### config.mk
export PLATFORM = sky130hd
export DESIGN_NAME = hazard_unit_flat
export DESIGN_NICKNAME = d
export VERILOG_FILES = /design/src/rtl/hazard_pkg.sv /design/src/rtl/hazard_if.sv /design/src/rtl/hazard_unit_forward_select.sv /design/src/rtl/hazard_unit.sv /design/src/flat_wrapper.sv
export SDC_FILE = /design/constraint.sdc
export NUM_CORES = 1
export LEC_CHECK = 0
export ABC_AREA = 1
export BUFFER_PORTS_ARGS = -buffer_cell sky130_fd_sc_hd__buf_2
export CAP_MARGIN = 10
export CELL_PAD_IN_SITES_DETAIL_PLACEMENT = 1
export CELL_PAD_IN_SITES_GLOBAL_PLACEMENT = 1
export CORE_ASPECT_RATIO = 1.2
export CORE_UTILIZATION = 22
export DETAILED_ROUTE_END_ITERATION = 10
export PLACE_DENSITY = 0.87
export SETUP_SLACK_MARGIN = 0.4
export SLEW_MARGIN = 25
export SYNTH_ARGS = -nofsm -noshare
export SYNTH_HDL_FRONTEND = slang
export SYNTH_SLANG_ARGS = --single-unit
### constraint.sdc
create_clock -name clk -period 2.3 [get_ports clk]
set_input_delay 0.115 -clock clk [delete_from_list [all_inputs] [get_ports clk]]
set_output_delay 0.115 -clock clk [all_outputs]
set_load 0.02 [all_outputs]
### src/rtl/hazard_pkg.sv
// Shared types and constants for the pipeline hazard unit.
// HAZARD_PERF_EN (see hazard_unit) adds saturating performance counters.
package hazard_pkg;

  localparam int unsigned REG_ADDR_WIDTH_DEF = 5;
  localparam int unsigned CNT_WIDTH_DEF      = 32;

  localparam logic [1:0] FWD_REG = 2'b00;
  localparam logic [1:0] FWD_W   = 2'b01;
  localparam logic [1:0] FWD_M   = 2'b10;

  typedef enum logic {
    StRun,
    StMiss
  } state_e;

endpackage

### src/rtl/hazard_if.sv
// Pipeline-side signal bundle for the hazard unit: stage register indices and
// control in, forwarding selects and stall/flush controls out.
interface hazard_if #(
    parameter int unsigned REG_ADDR_WIDTH = hazard_pkg::REG_ADDR_WIDTH_DEF
);
    logic [REG_ADDR_WIDTH-1:0] Rs1D, Rs2D, Rs1E, Rs2E, RdE, RdM, RdW;
    logic                      RegWriteM, RegWriteW;
    logic                      ResultSrcE0;
    logic                      PCSrcE;
    logic                      MemAccessM, CacheHitM, CacheReadyM;
    logic [1:0]                ForwardAE, ForwardBE;
    logic                      StallF, StallD, StallE, StallM;
    logic                      FlushD, FlushE, FlushW;

    modport master (
        output Rs1D, Rs2D, Rs1E, Rs2E, RdE, RdM, RdW,
        output RegWriteM, RegWriteW, ResultSrcE0, PCSrcE,
        output MemAccessM, CacheHitM, CacheReadyM,
        input  ForwardAE, ForwardBE,
        input  StallF, StallD, StallE, StallM, FlushD, FlushE, FlushW
    );

    modport slave (
        input  Rs1D, Rs2D, Rs1E, Rs2E, RdE, RdM, RdW,
        input  RegWriteM, RegWriteW, ResultSrcE0, PCSrcE,
        input  MemAccessM, CacheHitM, CacheReadyM,
        output ForwardAE, ForwardBE,
        output StallF, StallD, StallE, StallM, FlushD, FlushE, FlushW
    );
endinterface

### src/rtl/hazard_unit_forward_select.sv
// Operand forward select for one E-stage source register; M beats W, x0 never
// forwarded.
module forward_select
    import hazard_pkg::*;
#(
    parameter int unsigned REG_ADDR_WIDTH = REG_ADDR_WIDTH_DEF
) (
    input  logic [REG_ADDR_WIDTH-1:0] rs_i,
    input  logic [REG_ADDR_WIDTH-1:0] rd_m_i,
    input  logic                      reg_write_m_i,
    input  logic [REG_ADDR_WIDTH-1:0] rd_w_i,
    input  logic                      reg_write_w_i,
    output logic [1:0]                fwd_o
);

    always_comb begin
        fwd_o = FWD_REG;
        if (reg_write_m_i && (rd_m_i == rs_i) && (rd_m_i != '0)) begin
            fwd_o = FWD_M;
        end else if (reg_write_w_i && (rd_w_i == rs_i) && (rd_w_i != '0)) begin
            fwd_o = FWD_W;
        end
    end

endmodule

### src/rtl/hazard_unit.sv
// Pipeline hazard unit: forwarding, load-use stall, branch flush and D-cache
// miss stall FSM. Define HAZARD_PERF_EN to add saturating perf counters.
module hazard_unit
    import hazard_pkg::*;
#(
    parameter int unsigned REG_ADDR_WIDTH = REG_ADDR_WIDTH_DEF,
    parameter int unsigned CNT_WIDTH      = CNT_WIDTH_DEF
) (
    input  logic                 clk,
    input  logic                 rst_n,
    hazard_if.slave              hz
`ifdef HAZARD_PERF_EN
    ,
    output logic [CNT_WIDTH-1:0] StallCycles,
    output logic [CNT_WIDTH-1:0] LoadUseCount,
    output logic [CNT_WIDTH-1:0] MissCount
`endif
);

    state_e state_q, state_d;
    logic   lw_stall, miss_now, mem_stall;

    forward_select #(.REG_ADDR_WIDTH(REG_ADDR_WIDTH)) u_fwd_a (
        .rs_i          (hz.Rs1E),
        .rd_m_i        (hz.RdM),
        .reg_write_m_i (hz.RegWriteM),
        .rd_w_i        (hz.RdW),
        .reg_write_w_i (hz.RegWriteW),
        .fwd_o         (hz.ForwardAE)
    );

    forward_select #(.REG_ADDR_WIDTH(REG_ADDR_WIDTH)) u_fwd_b (
        .rs_i          (hz.Rs2E),
        .rd_m_i        (hz.RdM),
        .reg_write_m_i (hz.RegWriteM),
        .rd_w_i        (hz.RdW),
        .reg_write_w_i (hz.RegWriteW),
        .fwd_o         (hz.ForwardBE)
    );

    assign lw_stall = hz.ResultSrcE0 && (hz.RdE != '0) &&
                      ((hz.RdE == hz.Rs1D) || (hz.RdE == hz.Rs2D));
    assign miss_now = hz.MemAccessM && !hz.CacheHitM;

    always_ff @(posedge clk or negedge rst_n) begin
        if (!rst_n) state_q <= StRun;
        else        state_q <= state_d;
    end

    // The refill-complete cycle is not a stall, so the pipeline advances on that edge.
    always_comb begin
        state_d   = state_q;
        mem_stall = 1'b0;
        unique case (state_q)
            StRun: begin
                mem_stall = miss_now;
                if (miss_now) state_d = StMiss;
            end
            StMiss: begin
                mem_stall = !hz.CacheReadyM;
                if (hz.CacheReadyM) state_d = StRun;
            end
            default: state_d = StRun;
        endcase
    end

    // A memory stall freezes everything and masks branch/load-use flushes.
    always_comb begin
        hz.StallF = lw_stall;
        hz.StallD = lw_stall;
        hz.StallE = 1'b0;
        hz.StallM = 1'b0;
        hz.FlushD = hz.PCSrcE;
        hz.FlushE = lw_stall || hz.PCSrcE;
        hz.FlushW = 1'b0;
        if (mem_stall) begin
            hz.StallF = 1'b1;
            hz.StallD = 1'b1;
            hz.StallE = 1'b1;
            hz.StallM = 1'b1;
            hz.FlushD = 1'b0;
            hz.FlushE = 1'b0;
            hz.FlushW = 1'b1;
        end
    end

`ifdef HAZARD_PERF_EN
    logic [CNT_WIDTH-1:0] stall_cnt_q, lu_cnt_q, miss_cnt_q;

    always_ff @(posedge clk or negedge rst_n) begin
        if (!rst_n) begin
            stall_cnt_q <= '0;
            lu_cnt_q    <= '0;
            miss_cnt_q  <= '0;
        end else begin
            if (mem_stall && (stall_cnt_q != '1)) stall_cnt_q <= stall_cnt_q + 1'b1;
            if (lw_stall && (lu_cnt_q != '1))     lu_cnt_q    <= lu_cnt_q + 1'b1;
            if ((state_q == StRun) && miss_now && (miss_cnt_q != '1)) begin
                miss_cnt_q <= miss_cnt_q + 1'b1;
            end
        end
    end

    assign StallCycles  = stall_cnt_q;
    assign LoadUseCount = lu_cnt_q;
    assign MissCount    = miss_cnt_q;
`endif

endmodule

### src/flat_wrapper.sv
// flat-port wrapper written by rule: the top's interface ports become plain ports
module hazard_unit_flat import hazard_pkg::*;
#(
    parameter int unsigned REG_ADDR_WIDTH = REG_ADDR_WIDTH_DEF,
    parameter int unsigned CNT_WIDTH      = CNT_WIDTH_DEF
)
  (clk, rst_n, hz_Rs1D, hz_Rs2D, hz_Rs1E, hz_Rs2E, hz_RdE, hz_RdM, hz_RdW, hz_RegWriteM, hz_RegWriteW, hz_ResultSrcE0, hz_PCSrcE, hz_MemAccessM, hz_CacheHitM, hz_CacheReadyM, hz_ForwardAE, hz_ForwardBE, hz_StallF, hz_StallD, hz_StallE, hz_StallM, hz_FlushD, hz_FlushE, hz_FlushW);
  hazard_if #(.REG_ADDR_WIDTH(REG_ADDR_WIDTH)) hz_i ();
  input  logic clk;
  input  logic rst_n;
  input wire logic [$bits(hz_i.Rs1D)-1:0] hz_Rs1D;
  input wire logic [$bits(hz_i.Rs2D)-1:0] hz_Rs2D;
  input wire logic [$bits(hz_i.Rs1E)-1:0] hz_Rs1E;
  input wire logic [$bits(hz_i.Rs2E)-1:0] hz_Rs2E;
  input wire logic [$bits(hz_i.RdE)-1:0] hz_RdE;
  input wire logic [$bits(hz_i.RdM)-1:0] hz_RdM;
  input wire logic [$bits(hz_i.RdW)-1:0] hz_RdW;
  input wire logic [$bits(hz_i.RegWriteM)-1:0] hz_RegWriteM;
  input wire logic [$bits(hz_i.RegWriteW)-1:0] hz_RegWriteW;
  input wire logic [$bits(hz_i.ResultSrcE0)-1:0] hz_ResultSrcE0;
  input wire logic [$bits(hz_i.PCSrcE)-1:0] hz_PCSrcE;
  input wire logic [$bits(hz_i.MemAccessM)-1:0] hz_MemAccessM;
  input wire logic [$bits(hz_i.CacheHitM)-1:0] hz_CacheHitM;
  input wire logic [$bits(hz_i.CacheReadyM)-1:0] hz_CacheReadyM;
  output wire logic [$bits(hz_i.ForwardAE)-1:0] hz_ForwardAE;
  output wire logic [$bits(hz_i.ForwardBE)-1:0] hz_ForwardBE;
  output wire logic [$bits(hz_i.StallF)-1:0] hz_StallF;
  output wire logic [$bits(hz_i.StallD)-1:0] hz_StallD;
  output wire logic [$bits(hz_i.StallE)-1:0] hz_StallE;
  output wire logic [$bits(hz_i.StallM)-1:0] hz_StallM;
  output wire logic [$bits(hz_i.FlushD)-1:0] hz_FlushD;
  output wire logic [$bits(hz_i.FlushE)-1:0] hz_FlushE;
  output wire logic [$bits(hz_i.FlushW)-1:0] hz_FlushW;
  assign hz_i.Rs1D = hz_Rs1D;
  assign hz_i.Rs2D = hz_Rs2D;
  assign hz_i.Rs1E = hz_Rs1E;
  assign hz_i.Rs2E = hz_Rs2E;
  assign hz_i.RdE = hz_RdE;
  assign hz_i.RdM = hz_RdM;
  assign hz_i.RdW = hz_RdW;
  assign hz_i.RegWriteM = hz_RegWriteM;
  assign hz_i.RegWriteW = hz_RegWriteW;
  assign hz_i.ResultSrcE0 = hz_ResultSrcE0;
  assign hz_i.PCSrcE = hz_PCSrcE;
  assign hz_i.MemAccessM = hz_MemAccessM;
  assign hz_i.CacheHitM = hz_CacheHitM;
  assign hz_i.CacheReadyM = hz_CacheReadyM;
  assign hz_ForwardAE = hz_i.ForwardAE;
  assign hz_ForwardBE = hz_i.ForwardBE;
  assign hz_StallF = hz_i.StallF;
  assign hz_StallD = hz_i.StallD;
  assign hz_StallE = hz_i.StallE;
  assign hz_StallM = hz_i.StallM;
  assign hz_FlushD = hz_i.FlushD;
  assign hz_FlushE = hz_i.FlushE;
  assign hz_FlushW = hz_i.FlushW;
  hazard_unit #(.REG_ADDR_WIDTH(REG_ADDR_WIDTH), .CNT_WIDTH(CNT_WIDTH)) u_core (.clk(clk), .rst_n(rst_n), .hz(hz_i));
endmodule
==> flow_summary_export.csv, run 1 <==
group,metric,value,unit
placed_design,numPortBuffers,54,
flow_run,cap_violations,0,
die,die_h,59.53,µm
sta,skew,0,ps
sta,max_freq,0.7989,GHz
synthesis,synthCells,126,
cells_and_area,top_register,"u_core.state_q",
die,coreArea,2577,µm²
grt,grt_pass1_vias,1006,
cells_and_area,num-fill-cells,384,
grt,grt_max_degree,6,
critical_path,critPathTopFamily,"compound AO/OA/AOI/OAI gates",
synthesis,synth_cell_type_count,17,
detailed_routing,antenna_left,0,
critical_path,critPathBufInv,3,
sta,hold_violations,0,
synthesis,synth_area,606.8,µm²
synthesis,synth.ff_latch_count,1,
detailed_routing,drt_iter0_drc,2,
grt,grt_first_pass_wirelength,3781,µm
cells_and_area,syn2layout_area_growth,49.28,%
synthesis,synth_area_leaders,"nand2_1, inv_1, nor2_1",
power_and_ir_drop,clkPwrFrac,0,
sta,tightest_slew,435.7,ps
cts,clk_latency,0,ps
power_and_ir_drop,p_per_area,211.7,nW/µm²
sta,setup-violations-final,0,
detailed_routing,post-route-drc-count,0,
synthesis,yosys.area.top_type,"nand2_1",
detailed_routing,vias,953,
placed_design,gp_congestion,0.7544,
sta,slew_headroom,0.7064,
sta,finalSetupTns,0,ps
detailed_routing,wire_per_inst,10.18,µm
critical_path,max_stage_delay,360,ps
die,fp.dieW,49.95,µm
critical_path,startpoint_type,"flip-flop",
power_and_ir_drop,seqPwrFrac,0.106,
die,rows,20,
critical_path,crit_top_cell,"inv_1",
die,dieArea,2973,µm²
detailed_routing,dr.pass1.iters,4,
grt,gr-usage-all-layers,0.1561,
critical_path,crit_arrival,1140,ps
synthesis,netlist.area_leader.share,0.2722,
power_and_ir_drop,power_switching_share,0.5187,
critical_path,cp.required,2180,ps
sta,hold_ws,435.6,ps
die,num_io_pins,55,
run_status,status,"finished clean",
power_and_ir_drop,p_sw,99.46,µW
synthesis,synth_area_per_cell,4.816,µm²
placed_design,place_hpwl,2008,µm
synthesis,syn-num-nets,170,
critical_path,setup.worst_path.class,"flip-flop to primary output",
sta,grt_setup_unrepaired,"no",
cells_and_area,seqCellArea,25.02,µm²
critical_path,cp_max_fo,5,
grt,grt_overflow,0,
cts,postCtsSetupRepairBufs,0,
power_and_ir_drop,p_int,92.30,µW
sta,layout_min_cycle_time,1252,ps
critical_path,end_kind,"primary output",
detailed_routing,via_per_inst,4.517,
sta,fin_crit_sh,0.5442,
cells_and_area,multi_input_area,465.4,µm²
power_and_ir_drop,vdd_drop_max,140.3,µV
sta,drv_slew,0,
die,start_util,0.2354,
cells_and_area,n_antenna_cell,0,
grt,antenna_found_initial,0,
synthesis,ys_warn_count,0,
power_and_ir_drop,power_frac_comb,0.894,
cells_and_area,largest_reg_flops,1,
critical_path,critPathSlowestCell,"o21ai_0",
cells_and_area,drive_above_1_share,0.3258,
cells_and_area,reg.largest.list,"u_core.state_q x1",
detailed_routing,routed_wl,2147,µm
cells_and_area,utilization,0.3515,
worst_hold_path,hold_path.class,"input pin to asynchronous set/reset pin",
critical_path,path_cells,"inv_1, o21ai_0, inv_1, nand3_1, nand2_1, buf_2",
cells_and_area,final_nets,224,
power_and_ir_drop,power_leakage,0.0005913,µW
cts,cts.clk_slew.worst_paths,0,ps
synthesis,yosysSeqAreaShare,0.04124,
[layout make-up]
type                            count  area share
Multi-Input combinational cell     97      0.5138
Timing Repair Buffer               55      0.3094
Inverter                           25      0.1036
Tap cell                           33     0.04558
Sequential cell                     1     0.02762
[worst paths after layout]
kind / from / endpoint / slack, ps / cells past startpoint
worst min register to register: u_core.state_q / u_core.state_q / 660 / 2
worst max register to register: u_core.state_q / u_core.state_q / 1440 / 2
max in group asynchronous: rst_n / u_core.state_q / 1780 / 2
worst min-delay path: rst_n / u_core.state_q / 440 / 2
worst max-delay path: u_core.state_q / hz_FlushE / 1050 / 6
min in group clk: hz_CacheReadyM / u_core.state_q / 460 / 2
[synthesized netlist by cell type, drive strengths merged]
library cell	number
inv	25
nand3	6
nor2	17
xnor2	5
dfrtp	1
xor2	5
buf	3
nand2	44
nand3b	1
or2	3
o22ai	3
nor3	4
o21ai	4
nand4	5
[layout by cell type, fill, tap and decap left out, drive strengths merged]
cell / synthesis / layout
buf: 3 / 54
nand2: 44 / 44
inv: 25 / 25
nor2: 17 / 17
nand3: 6 / 6
nand4: 5 / 5
xor2: 5 / 5
xnor2: 5 / 5
o21ai: 4 / 4
nor3: 4 / 4
o22ai: 3 / 3
or2: 3 / 3
nand3b: 1 / 1
dlygate4sd3: 0 / 1
dfrtp: 1 / 1
[kinds of logic after synthesis]
group / Yosys count / share of synthesized area
xor+xnor: 10 / 0.1443
flops: 1 / 0.04123
buf+inv: 28 / 0.1917
simple gates: 80 / 0.5588
compound gates: 7 / 0.06392
[worst reg2reg max path: stages, from the launching register on]
cell and delay [ps]:
dfrtp_1 300, inv_1 40, o21ai_0 360
[routing by layer]
| metal | vias to the layer above | wire [µm] | GRT usage |
|---|---|---|---|
| met5 | - | 0 | 0 |
| met4 | 0 | 0 | 0 |
| met3 | 0 | 157 | 0.007692 |
| met2 | 45 | 1135 | 0.3494 |
| met1 | 421 | 854 | 0.1629 |
| li1 | 487 | - | - |
[power groups by stage]
stage / registers [µW] / clock network [µW] / logic [µW]
after floorplan: 20.2 / 0 / 100
after CTS: 20.3 / 0 / 174
after global routing: 20.3 / 0 / 194
after global placement: 20.2 / 0 / 168
after detailed placement: 20.3 / 0 / 172
final: 20.2 / 0 / 172
[through the flow]
step                worst slack (ps)  total power (µW)  cells  area [µm²]
CTS                             1027             194.6    211       905.9
floorplan                      604.9             120.5    126       606.8
finish                          1048             191.8    211       905.9
global route                   873.0             214.8    211       905.9
detailed placement              1028             192.5    210       895.9
global placement                1071             188.1    210       895.9
[timing repair]
item | 4_1_cts | 5_1_grt
gates resized for setup | 0 | 0
hold buffers | 1 | 0
hold endpoints to repair | 1 | 0
Power figures use the tool's default switching activity.
==> inputs of run 2 (changes only) <==
--- a/config.mk
+++ b/config.mk
@@ -11,9 +11,9 @@
 export CELL_PAD_IN_SITES_DETAIL_PLACEMENT = 1
 export CELL_PAD_IN_SITES_GLOBAL_PLACEMENT = 1
 export CORE_ASPECT_RATIO = 1.2
-export CORE_UTILIZATION = 22
+export CORE_UTILIZATION = 21
 export DETAILED_ROUTE_END_ITERATION = 10
-export PLACE_DENSITY = 0.87
+export PLACE_DENSITY = 0.84
 export SETUP_SLACK_MARGIN = 0.4
 export SLEW_MARGIN = 25
 export SYNTH_ARGS = -nofsm -noshare
==> constraint.sdc (replaced) <==
create_clock -name clk -period 1.3 [get_ports clk]
set_input_delay 0.065 -clock clk [delete_from_list [all_inputs] [get_ports clk]]
set_output_delay 0.065 -clock clk [all_outputs]
set_load 0.02 [all_outputs]
==> flow_summary_export.csv, run 2 (synthesis gave the netlist of run 1 again) <==
group,metric,value,unit
cells_and_area,layout_commonest_cell,"buf_2",
flow_run,cap_violations,0,
critical_path,setup.worst_path.class,"flip-flop to primary output",
critical_path,crit_arrival,1000,ps
critical_path,startpoint_type,"flip-flop",
critical_path,max_stage_delay,350,ps
cells_and_area,syn2layout_area_growth,79.79,%
cells_and_area,seqCellArea,25.02,µm²
power_and_ir_drop,p_per_area,397.4,nW/µm²
detailed_routing,antenna_left,0,
grt,antenna_found_initial,0,
die,die_h,60.89,µm
critical_path,end_kind,"primary output",
cells_and_area,mostFrequentLayoutCells,"buf_2, nand2_1, inv_1",
power_and_ir_drop,vdd_drop_max,166.6,µV
power_and_ir_drop,total_power,433.6,µW
grt,grt_overflow,0,
cells_and_area,num-fill-cells,389,
detailed_routing,dr.pass1.iters,4,
critical_path,critPathTopFamily,"flip-flops",
sta,layout_min_cycle_time,1065,ps
detailed_routing,wire_per_inst,11.43,µm
placed_design,placed_area,920.9,µm²
sta,setup_ws,234.7,ps
sta,tightest_slew,193.1,ps
grt,grt_pass1_vias,1010,
die,fp.dieW,51.07,µm
power_and_ir_drop,power_leakage,0.0006294,µW
grt,gr-usage-all-layers,0.1522,
die,rows,21,
die,coreArea,2759,µm²
sta,drv_slew,0,
placed_design,gp_congestion,0.7606,
detailed_routing,via_per_inst,4.481,
placed_design,numPortBuffers,54,
sta,finalSetupTns,0,ps
critical_path,cp.required,1240,ps
detailed_routing,post-route-drc-count,0,
grt,grt_max_degree,6,
cells_and_area,final_cell_area,1091,µm²
cells_and_area,n_antenna_cell,0,
die,num_io_pins,55,
placed_design,place_hpwl,1980,µm
critical_path,critPathBufInv,3,
cts,clk_latency,0,ps
cells_and_area,largest_reg_flops,1,
run_status,status,"finished clean",
cells_and_area,drive_above_1_share,0.4944,
sta,hold_violations,0,
critical_path,crit_top_cell,"inv_2",
sta,hold_ws,297.5,ps
critical_path,critPathSlowestCell,"dfrtp_1",
sta,max_freq,0.9387,GHz
cells_and_area,top_register,"u_core.state_q",
detailed_routing,routed_wl,2447,µm
sta,setup-violations-final,0,
cells_and_area,reg.largest.list,"u_core.state_q x1",
grt,grt_first_pass_wirelength,3732,µm
sta,slew_headroom,0.8706,
cts,cts.clk_slew.worst_paths,0,ps
die,dieArea,3109,µm²
detailed_routing,drt_iter0_drc,3,
worst_hold_path,hold_path.class,"input pin to flip-flop",
detailed_routing,vias,959,
cells_and_area,multi_input_area,555.5,µm²
critical_path,path_cells,"inv_2, nand3b_1, o21ai_4, inv_2, nand3_2, nand2_2, buf_6",
cells_and_area,final_nets,226,
critical_path,cp_max_fo,4,
sta,fin_crit_sh,0.8195,
placed_design,pre_cts_slack,182.0,ps
sta,skew,0,ps
die,start_util,0.2200,
sta,grt_setup_unrepaired,"yes",
## run 2: changes by cell type in the layout (fill, tap and decap cells not counted), moves of 4 or more
cell,before,now
buf_6,0,9
inv_1,23,14
inv_2,2,10
nand2_1,44,39
nand2_2,0,4
buf_4,0,6
nor2_2,1,7
buf_2,54,40
nor2_1,16,10
## run 2: path summary, 6_finish.rpt
check                                 end           start  slack [ps]  cells past startpoint
setup reg to reg           u_core.state_q  u_core.state_q         560                      3
max in group asynchronous  u_core.state_q           rst_n         810                      2
hold / removal             u_core.state_q  hz_CacheReadyM         300                      2
min in group asynchronous  u_core.state_q           rst_n         400                      2
hold reg to reg            u_core.state_q  u_core.state_q         540                      2
setup / recovery                hz_FlushE  u_core.state_q         230                      7
## run 2: where the power goes
part	internal, µW	total, µW	switching [µW]
registers	35.1	36.5	1.34
logic	184	397	214
clock network	0	0	0
## run 2: cell type report
cell class                      instances  area share
Sequential cell                         1     0.02294
Inverter                               25     0.08830
Multi-Input combinational cell         97      0.5092
Tap cell                               34     0.03899
Timing Repair Buffer                   57      0.3406
## run 2: what timing repair did
item / CTS / global route
resized for setup: 14 / 35
endpoints found under the hold margin: 1 / 0
setup buffers: 0 / 2
hold buffers: 1 / 0
endpoints found under the setup margin: 9 / 11
pin swaps: 3 / 19
## run 2: stage by stage
stage            util  std cells
6_report       0.3955        214
5_1_grt        0.3955        214
4_1_cts        0.3537        212
3_5_place_dp   0.3338        211
3_3_place_gp   0.3338        211
2_1_floorplan       -        126
## run 2: per-layer routing
metal | track usage | wire, µm | vias to the layer above
met5 | 0 | 0 | -
met1 | 0.1450 | 872 | 421
met3 | 0.01253 | 139 | 4
met4 | 0.01984 | 30 | 0
li1 | - | - | 492
met2 | 0.3459 | 1404 | 42
==> inputs of run 3 (changes only) <==
==> constraint.sdc (replaced) <==
create_clock -name clk -period 1 [get_ports clk]
set_input_delay 0.05 -clock clk [delete_from_list [all_inputs] [get_ports clk]]
set_output_delay 0.05 -clock clk [all_outputs]
set_load 0.02 [all_outputs]
==> flow_summary_export.csv, run 3 (synthesis gave the netlist of run 1 again) <==
group,metric,value,unit
run_status,failed_checks,"negative setup slack",
detailed_routing,drt_iter0_drc,10,
critical_path,cp.required,950,ps
power_and_ir_drop,p_sw,319.0,µW
sta,slew_headroom,0.8610,
placed_design,place_hpwl,1955,µm
sta,tightest_slew,207.8,ps
critical_path,r2r-end,"u_core.state_q",
die,rows,21,
cells_and_area,top_register,"u_core.state_q",
sta,hold_violations,0,
sta,max_freq,0.9790,GHz
power_and_ir_drop,power_switching_share,0.4692,
cells_and_area,syn2layout_area_growth,121.4,%
power_and_ir_drop,p_per_area,506.0,nW/µm²
detailed_routing,antenna_left,0,
grt,antenna_found_initial,0,
power_and_ir_drop,p_int,360.9,µW
cells_and_area,final_cells,219,
sta,fin_crit_sh,1.021,
die,coreArea,2759,µm²
grt,grt_pass1_vias,1099,
cells_and_area,mostFrequentLayoutCells,"nand2_1, buf_2, buf_6",
detailed_routing,via_per_inst,4.662,
cells_and_area,reg.largest.list,"u_core.state_q x1",
power_and_ir_drop,power_leakage,0.0007111,µW
placed_design,dp_cells,214,
run_status,status,"complete, but fails checks",
critical_path,reg2reg_slack,140,ps
critical_path,reg2reg_depth,4,
die,start_util,0.2200,
detailed_routing,routed_wl,2881,µm
cells_and_area,utilization,0.4871,
detailed_routing,dr.pass1.iters,3,
grt,grt_overflow,0,
critical_path,end_kind,"primary output",
critical_path,critPathSlowestCell,"dfrtp_1",
flow_run,cap_violations,0,
cells_and_area,largest_reg_flops,1,
sta,layout_min_cycle_time,1021,ps
sta,setup-violations-final,2,
critical_path,max_stage_delay,360,ps
cells_and_area,num-fill-cells,350,
critical_path,cp_max_fo,3,
critical_path,setup.worst_path.class,"flip-flop to primary output",
power_and_ir_drop,clkPwrFrac,0,
placed_design,numPortBuffers,54,
cells_and_area,layout_commonest_cell,"nand2_1",
detailed_routing,post-route-drc-count,0,
sta,drv_slew,0,
sta,finalSetupTns,-25.65,ps
critical_path,crit_arrival,970,ps
grt,grt_max_degree,5,
cts,clk_latency,0,ps
worst_hold_path,hold_path.class,"input pin to asynchronous set/reset pin",
critical_path,path_cells,"inv_2, nand3b_1, o21ai_4, inv_2, nand2_2, nand2_2, buf_6",
power_and_ir_drop,vdd_drop_max,234.4,µV
detailed_routing,wire_per_inst,13.16,µm
detailed_routing,vias,1021,
die,fp.dieW,51.07,µm
placed_design,gp_congestion,0.7406,
critical_path,startpoint_type,"flip-flop",
cells_and_area,final_nets,231,
critical_path,r2r_start,"u_core.state_q",
power_and_ir_drop,power_frac_comb,0.929,
sta,skew,0,ps
die,num_io_pins,55,
placed_design,placed_area,968.4,µm²
die,dieArea,3109,µm²
die,die_h,60.89,µm
cells_and_area,drive_above_1_share,0.5838,
cts,cts.clk_slew.worst_paths,0,ps
power_and_ir_drop,total_power,680.0,µW
grt,grt_first_pass_wirelength,4333,µm
cells_and_area,n_antenna_cell,0,
sta,grt_setup_unrepaired,"yes",
cells_and_area,final_cell_area,1344,µm²
grt,gr-usage-all-layers,0.1788,
sta,setup_ws,-21.45,ps
power_and_ir_drop,seqPwrFrac,0.071,
run 3: cell count changes in the layout (fill, tap and decap cells not counted), sizes merged:
cell / before / now
buf: 56 / 61
run 3: critical path: cells and delay by family (launching register included):
family,cells,cell delay [ps]
AND/OR/NAND/NOR,3,250
buffers and inverters,3,270
AO/OA/AOI/OAI,1,100
flip-flops,1,360
run 3: through the flow:
step / hold WS, ps / setup WS [ps]
final: 369.9 / -21.45
after global routing: 407.5 / -92.74
after CTS: 367.4 / -15.18
after detailed placement: -168.4 / -97.88
after global placement: -171.6 / -57.24
after floorplan: -245.6 / -33.20
run 3: power by group through the flow:
stage | sequential (µW) | combinational, µW | clock (µW)
final | 48.1 | 632 | 0
after global routing | 49.1 | 688 | 0
after CTS | 47.9 | 558 | 0
after detailed placement | 47.9 | 428 | 0
after global placement | 47.4 | 419 | 0
after floorplan | 47.3 | 260 | 0
run 3: timing repair:
item	4_1_cts	5_1_grt
hold buffers	1	0
endpoints found under the setup margin	12	12
cloned	0	0
setup buffers	3	1
resized for setup	62	34
hold endpoints to repair	1	0
pin swaps	30	25
run 3: per-layer routing:
| metal | GRT usage | up-vias | share of wire |
|---|---|---|---|
| met5 | 0 | - | 0 |
| li1 | - | 504 | - |
| met3 | 0.01504 | 9 | 0.039 |
| met1 | 0.1733 | 464 | 0.36 |
| met2 | 0.3835 | 44 | 0.57 |
| met4 | 0.06349 | 0 | 0.031 |
run 3: cell type report:
type / instances / area, µm² / area share
Multi-Input combinational cell: 97 / 659.4 / 0.4907
Sequential cell: 1 / 25.02 / 0.01862
Tap cell: 34 / 42.54 / 0.03166
Inverter: 25 / 106.4 / 0.07914
Timing Repair Buffer: 62 / 510.5 / 0.3799
run 3: worst max-delay path by stage:
| stage | from | endpoint | slack, ps | cells after the start |
|---|---|---|---|---|
| floorplan | u_core.state_q | hz_StallF | -30 | 6 |
| global placement | u_core.state_q | hz_FlushE | -60 | 7 |
| detailed placement | u_core.state_q | hz_FlushE | -100 | 7 |
| global route | u_core.state_q | hz_FlushE | -90 | 7 |
| finish | u_core.state_q | hz_FlushE | -20 | 7 |
| CTS | u_core.state_q | hz_FlushE | -20 | 7 |
